===== config.mk =====
export PLATFORM = sky130hd
export DESIGN_NAME = serial_add_ctrl
export DESIGN_NICKNAME = d
export VERILOG_FILES = /design/src/rtl/serial_add_ctrl.sv
export SDC_FILE = /design/constraint.sdc
export NUM_CORES = 1
export LEC_CHECK = 0
export CORE_UTILIZATION = 50
export DETAILED_ROUTE_END_ITERATION = 10
export HOLD_SLACK_MARGIN = 0.1
export PLACE_DENSITY = 0.93
export SLEW_MARGIN = 20
export SYNTH_ARGS = -nofsm -noshare
export SYNTH_HDL_FRONTEND = slang
export SYNTH_SLANG_ARGS = --single-unit

===== constraint.sdc =====
create_clock -name clk -period 3.8 [get_ports clk]
set_input_delay 0.76 -clock clk [delete_from_list [all_inputs] [get_ports clk]]
set_output_delay 0.76 -clock clk [all_outputs]
set_load 0.005 [all_outputs]

===== src/rtl/serial_add_ctrl.sv =====
// Bit-serial add sequencer: feeds one external full-adder cell LSB-first, one bit
// per clock, through a registered carry loop, and returns Sum/Cout/Ovf over a handshake.
module serial_add_ctrl #(
  parameter int WIDTH = 8
) (
  input  logic             clk,
  input  logic             rst,
  input  logic             in_valid,
  output logic             in_ready,
  input  logic [WIDTH-1:0] A,
  input  logic [WIDTH-1:0] B,
  input  logic             Cin,
  output logic             FA_A,
  output logic             FA_B,
  output logic             FA_Cin,
  input  logic             FA_Sum,
  input  logic             FA_Cout,
  output logic             out_valid,
  input  logic             out_ready,
  output logic [WIDTH-1:0] Sum,
  output logic             Cout,
  output logic             Ovf
);
  localparam int CW = $clog2(WIDTH);
  localparam logic [CW-1:0] LAST = CW'(WIDTH - 1);

  typedef enum logic [1:0] {IDLE, RUN, DONE} state_t;
  state_t state, state_nxt;

  logic [WIDTH-1:0] a_sh, b_sh, sum_sh;
  logic [CW-1:0]    cnt;
  logic             carry_q, ovf_q;
  logic             accept, last, running;

  always_ff @(posedge clk) begin
    if (rst) state <= IDLE;
    else     state <= state_nxt;
  end

  // Handshake outputs are masked by rst so nothing is offered during reset.
  always_comb begin
    state_nxt = state;
    in_ready  = 1'b0;
    out_valid = 1'b0;
    accept    = 1'b0;
    last      = 1'b0;
    case (state)
      IDLE: begin
        in_ready = !rst;
        accept   = in_valid;
        if (in_valid) state_nxt = RUN;
      end
      RUN: begin
        last = (cnt == LAST);
        if (last) state_nxt = DONE;
      end
      DONE: begin
        out_valid = !rst;
        if (out_ready) state_nxt = IDLE;
      end
      default: state_nxt = IDLE;
    endcase
  end

  assign running = (state == RUN);

  // Cell inputs come straight from registers, so the external cell never closes a comb loop.
  assign FA_A   = running & a_sh[0];
  assign FA_B   = running & b_sh[0];
  assign FA_Cin = running & carry_q;

  always_ff @(posedge clk) begin
    if (rst) begin
      a_sh    <= '0;
      b_sh    <= '0;
      sum_sh  <= '0;
      carry_q <= 1'b0;
      cnt     <= '0;
      ovf_q   <= 1'b0;
    end else if (accept) begin
      a_sh    <= A;
      b_sh    <= B;
      carry_q <= Cin;
      cnt     <= '0;
      sum_sh  <= '0;
    end else if (running) begin
      sum_sh  <= {FA_Sum, sum_sh[WIDTH-1:1]};
      carry_q <= FA_Cout;
      a_sh    <= a_sh >> 1;
      b_sh    <= b_sh >> 1;
      cnt     <= cnt + CW'(1);
      // carry_q here is the carry into the MSB
      if (last) ovf_q <= carry_q ^ FA_Cout;
    end
  end

  assign Sum  = sum_sh;
  assign Cout = carry_q;
  assign Ovf  = ovf_q;
endmodule


==> impl_results.md, run 1 <==
* Worst slew margin at 40.9%
* Via density at 5.51
* Period utilization at around 79%
* Initial antenna violation count at 0
* Total Routing Usage GR at a little under a quarter
* Clk_lat worst skew at about 330 ps
* Final Critical Period at about 3000 ps
* Final GP Congestion at between 0.7 and 0.8
* Hold depth at 2
* Max-cap viol count at 0
* Final Hold Fails at 0
* Total grt overflow at 0
* Vias in the first global route at about 1,200
* Critical path origin: rst
* Avg Cell Area, Syn at roughly 8.3 sq um
* EDFF count, synth at 0
* RSZ-0062 raised after global routing: false
* Critical R2R Launch: state[1]
* Wire length per cell at 13.1 um
* Crit Path Class: in -> out
* R2r worst-path depth at 3
* Die Ht at around 55 um
* CP endpoint kind: primary output
* TritonCTS clock tree: yes
* Ys async rst share at 0%
* Synthesized instance count at between 150 and 200
* Core area at 2540 sq um
* Pleak at ~0.63 nW
* Die Area at around 3000 sq um
* Worst slew pin tran at about 890 ps
* Synth warn at 0
* Via count at approximately 1,300
* Pins Over Slew Limit at 0
* Drt initial violations at 19
* Critical Path RT at just over 3000 ps
* Cell Area, Synth at between 1000 and 1500 sq um
* Largest cells by area after synthesis: dfxtp_1 (45%), a21oi_1 (10%), nand2_1 (9.2%)
* Worst Skew at about 3.4 ps
* Cts repair resizes at 0
* Total CTS buffers at 5
* Outcome: finished, final reports clean
* Util after Layout at 69.6%
* Fmax at around 330 MHz
* Global-route wire length before repair at between 4000 and 5000 um
* Total Nets Final at 224
* Post-synth top area cell: dfxtp_1
* Htree depth at 2
* Peak VDD IR at roughly 0.32 mV
* DR DRC count at 0
* Setup TNS at 0 ps
* Setup WS pre-CTS at between 800 and 900 ps
* Area share of the largest cell type after synthesis at approximately 45%
* Critical path startpoint category: primary input
* Final setup viols at 0
* PwrDens at around 380 nW/um^2
* Initial Util at a little over half
* Flops & latches, synth at 31
* Clock Path Buffers at 2
* Largest net degree at the start of global routing at 26
* Final HPWL DP at between 2000 and 2500 um
* Die X-Extent at about 55 um
* HP Class: reg -> reg
* IO Count at 38
* Library cells used by synthesis at 26
* HP Start: b_sh[2]
* Port bufs at 37
* Row Count at 18
* Post-synth top flop: dfxtp_1
* Total Routed Length at around 3000 um
* Register clock-pin slew on the reported worst setup and hold paths at approximately 90 ps
* CP max FO at 14
* Area delta synth->final at 27.2%
* # hold bufs at CTS at 0
* Sequential share of the synthesized area at around 45%
* Post-CTS setup buffers at 0
* TritonCTS Sinks at 31
* Post-route ant nets at 0
* Synth Net Count at roughly 190
* Ant. Diodes at 0
* DRT Pass-1 Iters at 4
* Worst EP arrival at approximately 2200 ps
* CTS Root Cell: clkbuf_4
* Final WS setup at approximately 800 ps
* Layout cell share with drive strength beyond 1 at 7.00%
## cell type report
cell class	count	area [sq um]
Clock buffer	8	68.8
Tap cell	30	37.5
Multi-Input combinational cell	122	658
Timing Repair Buffer	39	385
Fill cell	221	774
Sequential cell	31	621
## routing by layer
layer | wire length [um] | share of wire [%] | global-route usage (%)
met1 | 1270 | 42 | 25.0
met2 | 1490 | 50 | 42.2
met3 | 198 | 6.6 | 8.33
met4 | 48 | 1.6 | 11.1
met5 | 0 | 0 | 0
## worst paths after layout
check             slack (ps)   endpoint
setup reg to reg        1900    b_sh[4]
hold / removal           460    b_sh[1]
hold reg to reg          460    b_sh[1]
setup / recovery         800  out_valid
## cell usage after synthesis, types with 3 or more instances
cell type,count
nor3_1,4
a21oi_1,28
buf_6,4
dfxtp_1,31
nor2_1,18
or3b_1,3
nand2_1,34
buf_4,5
a211oi_1,12
and2_1,3
nand2b_1,5
## placed cells by master, fill, tap and decap left out, drive strengths merged
master         synthesis  final
o21a                   1      1
dfxtp                 31     31
a22oi                  1      1
buf                   12      2
nor2                  19     19
clkbuf                 2      8
o21ba                  1      1
ha                     2      2
a211oi                12     12
nor2b                  1      1
xnor2                  2      2
nor3                   4      4
nor3b                  2      2
nand2b                 5      5
and2                   3      3
or3b                   4      4
a21oi                 28     28
nand3                  2      2
nand2                 34     34
clkdlybuf4s50          0     37
a311oi                 1      1
## state kept, by name, indices dropped and copies added (netlist names)
name / count
Cout: 1
a_sh: 8
state: 2
cnt: 3
Ovf: 1
b_sh: 8
Sum: 8
## report_power, final
| group | total [mW] | leakage [nW] | switching [mW] | internal, mW |
|---|---|---|---|---|
| Clock | 0.213 | 0.0386 | 0.104 | 0.109 |
| Combinational | 0.104 | 0.335 | 0.0508 | 0.0537 |
| Sequential | 0.356 | 0.254 | 0.0133 | 0.343 |
| Total | 0.674 | 0.628 | 0.168 | 0.506 |
## stage by stage
step | std cells | instance area [sq um] | total power [mW] | hold WS [ps]
3_3_place_gp | 222 | 1700 | 0.463 | 444
4_1_cts | 230 | 1770 | 0.681 | 462
5_1_grt | 230 | 1770 | 0.709 | 481
3_5_place_dp | 222 | 1700 | 0.468 | 455
6_report | 230 | 1770 | 0.674 | 458
2_1_floorplan | 167 | 1390 | 0.433 | 437
## worst max-delay path, stage by stage
cell,delay (ps)
clkdlybuf4s50_1,660
nor3b_1,280
clkdlybuf4s50_1,530
## logic make-up after synthesis
group,Yosys count,share of synthesized area [%]
fa+ha+maj,2,1.80
buf+inv,14,8.27
simple gates,74,25.1
compound gates,44,19.0
flops,31,44.6
xor+xnor,2,1.26
Note: power is estimated with default switching activity, not from simulation.
==> run 2: changes to the inputs <==
- CORE_UTILIZATION: 50 -> 47
- PLACE_DENSITY: 0.93 -> 0.88
- clock period: 3.8 -> 3 ns (I/O delays scaled with it)
==> run 2 against run 1 <==
Against the previous run:
- power grew 38%
- via count shrank 1.9%
- cell count grew 1.3%
- non-clock buffer count grew 2
- sequential share of layout area shrank 0.66 points
- clock power grew 62%
- sequential power grew 27%
- die area grew 6.2%
- routed wire length shrank 2.4%
- critical path depth is the same
==> impl_results.md, run 2 (same netlist as run 1, synthesis figures left out) <==
* Final Critical Period at roughly 2700 ps
* Post-CTS setup buffers at 0 (unchanged)
* Pleak at 0.647 nW (+3.0%)
* Setup TNS at 0 ps (unchanged)
* Final setup viols at 0 (unchanged)
* CP max FO at 14 (unchanged)
* Critical path startpoint category: flop
* Cells along the critical path: nor2b_2 > and2_1 > clkdlybuf4s50_1
* Die Ht at 56.4 um (+3.0%)
* Crit Path Class: reg -> out
* # hold bufs at CTS at 0 (unchanged)
* Via count at 1,244 (-1.9%)
* IO Count at 38 (unchanged)
* CP bufs+invs at 1 (-1)
* Initial Util at 50.0% (-4.6 points)
* HP Class: reg -> reg
* Clock Path Buffers at 2 (unchanged)
* CTS Root Cell: clkbuf_4
* # fillers at 269 (+22%)
* Cts repair resizes at 0 (unchanged)
* TritonCTS Sinks at 31 (unchanged)
* Outcome: finished, final reports clean
* Total Nets Final at 226 (+0.89%)
* Total CTS buffers at 5 (unchanged)
* Htree depth at 2 (unchanged)
* Critical Path RT at 2400 ps (-640 ps)
* Worst path max stage delay at 620 ps (-40 ps)
* Wire length per cell at 12.6 um (-3.7%)
* Core area at 2780 sq um (+9.3%)
* RSZ-0062 raised after global routing: false
* Period utilization at approximately 90%
* Row Count at 19 (+1)
* Largest net degree at the start of global routing at 26 (unchanged)
* Worst EP arrival at 2100 ps (-140 ps)
* Post-route ant nets at 0 (unchanged)
* Final GP Congestion at 0.828 (+8.7%)
* Die Area at 3180 sq um (+6.2%)
* Total Routed Length at 2930 um (-2.4%)
* Worst Skew at 10.2 ps (+6.84 ps)
* Worst slew pin tran at 882 ps (-4.34 ps)
* Global-route wire length before repair at 5020 um (+0.84%)
* Total grt overflow at 0 (unchanged)
* TritonCTS clock tree: yes
* Most frequent cells in the layout: clkdlybuf4s50_1 (37), nand2_1 (34), dfxtp_1 (31), a21oi_1 (28), nor2_1 (18)
* Final HPWL DP at 2090 um (-1.6%)
* Crit path max-delay family: simple AND/OR/NAND/NOR gates
* DR DRC count at 0 (unchanged)
* Total Routing Usage GR at 20.7% (-3.2 points)
* Vias in the first global route at 1,210 (+1.0%)
* PwrDens at 516 nW/um^2 (+36%)
* CP endpoint kind: primary output
* Initial antenna violation count at 0 (unchanged)
* DRT Pass-1 Iters at 3 (-1)
* Peak VDD IR at 0.472 mV (+47%)
* Layout cell share with drive strength beyond 1 at 8.42% (+1.4 points)
* Crit-path slowest cell: dfxtp_1
* Worst slew margin at 41.2% (+0.29 points)
* Area delta synth->final at 29.7%
* Port bufs at 37 (unchanged)
* Via density at 5.34 (-3.2%)
* Die X-Extent at 56.4 um (+3.0%)
* Fmax at about 370 MHz
* Commonest non-fill, non-tap cell in the layout: clkdlybuf4s50_1
* Clk_lat worst skew at 340 ps (about the same)
* Hold WS at 465 ps (+6.59 ps)
* Ant. Diodes at 0 (unchanged)
* Register clock-pin slew on the reported worst setup and hold paths at 100 ps (about the same)
* Max-cap viol count at 0 (unchanged)
* Drt initial violations at 25 (+6)
* Final Hold Fails at 0 (unchanged)
* Pins Over Slew Limit at 0 (unchanged)
==> run 2: cell types whose count changed in the layout (fill, tap and decap cells not counted), sizes merged <==
cell | previous run | this run
buf | 2 | 4
bufinv | 0 | 1
clkbuf | 8 | 6
clkinv | 0 | 1
==> run 2: final timing paths <==
check | start | end | slack [ps] | depth (start not counted)
setup / recovery | state[0] | FA_A | 300 | 3
hold / removal | Sum[6] | Sum[5] | 460 | 2
hold reg to reg | Sum[6] | Sum[5] | 460 | 2
setup reg to reg | state[1] | b_sh[2] | 1150 | 3
==> run 2: stage by stage <==
stage	util, %	power [mW]	instances	worst slack [ps]	instance area (sq um)
6_report	64.9	0.930	233	302	1800
4_1_cts	64.9	0.937	233	297	1800
2_1_floorplan	-	0.549	167	1390	1390
3_3_place_gp	61.8	0.589	225	531	1720
5_1_grt	64.9	0.981	233	139	1800
3_5_place_dp	61.8	0.594	225	544	1720
==> run 2: layout make-up <==
type / instances / area [sq um] / area share (%)
Tap cell: 31 / 38.8 / 2.15
Multi-Input combinational cell: 122 / 658 / 36.5
Sequential cell: 31 / 621 / 34.4
Clock buffer: 6 / 51.3 / 2.84
Clock inverter: 2 / 35.0 / 1.94
Timing Repair Buffer: 41 / 400 / 22.2
==> run 2: worst min-delay path, delay by kind of cell (launching register included) <==
family          cells  cell delay [ps]
flops               1              330
simple gates        1               60
compound gates      1               50
==> run 2: per-layer routing <==
layer | GRT usage (%) | share of wire [%] | wire, um | vias to the layer above
met3 | 6.91 | 5.7 | 166 | 5
met2 | 37.2 | 50 | 1470 | 34
li1 | - | - | - | 633
met5 | 0 | 0 | 0 | -
met1 | 21.7 | 43 | 1250 | 572
met4 | 9.06 | 1.6 | 46 | 0
==> run 2: power breakdown <==
part           switching [mW]  internal [mW]
Clock                   0.148          0.197
Sequential             0.0163          0.435
Combinational          0.0646         0.0700
Total                   0.229          0.702
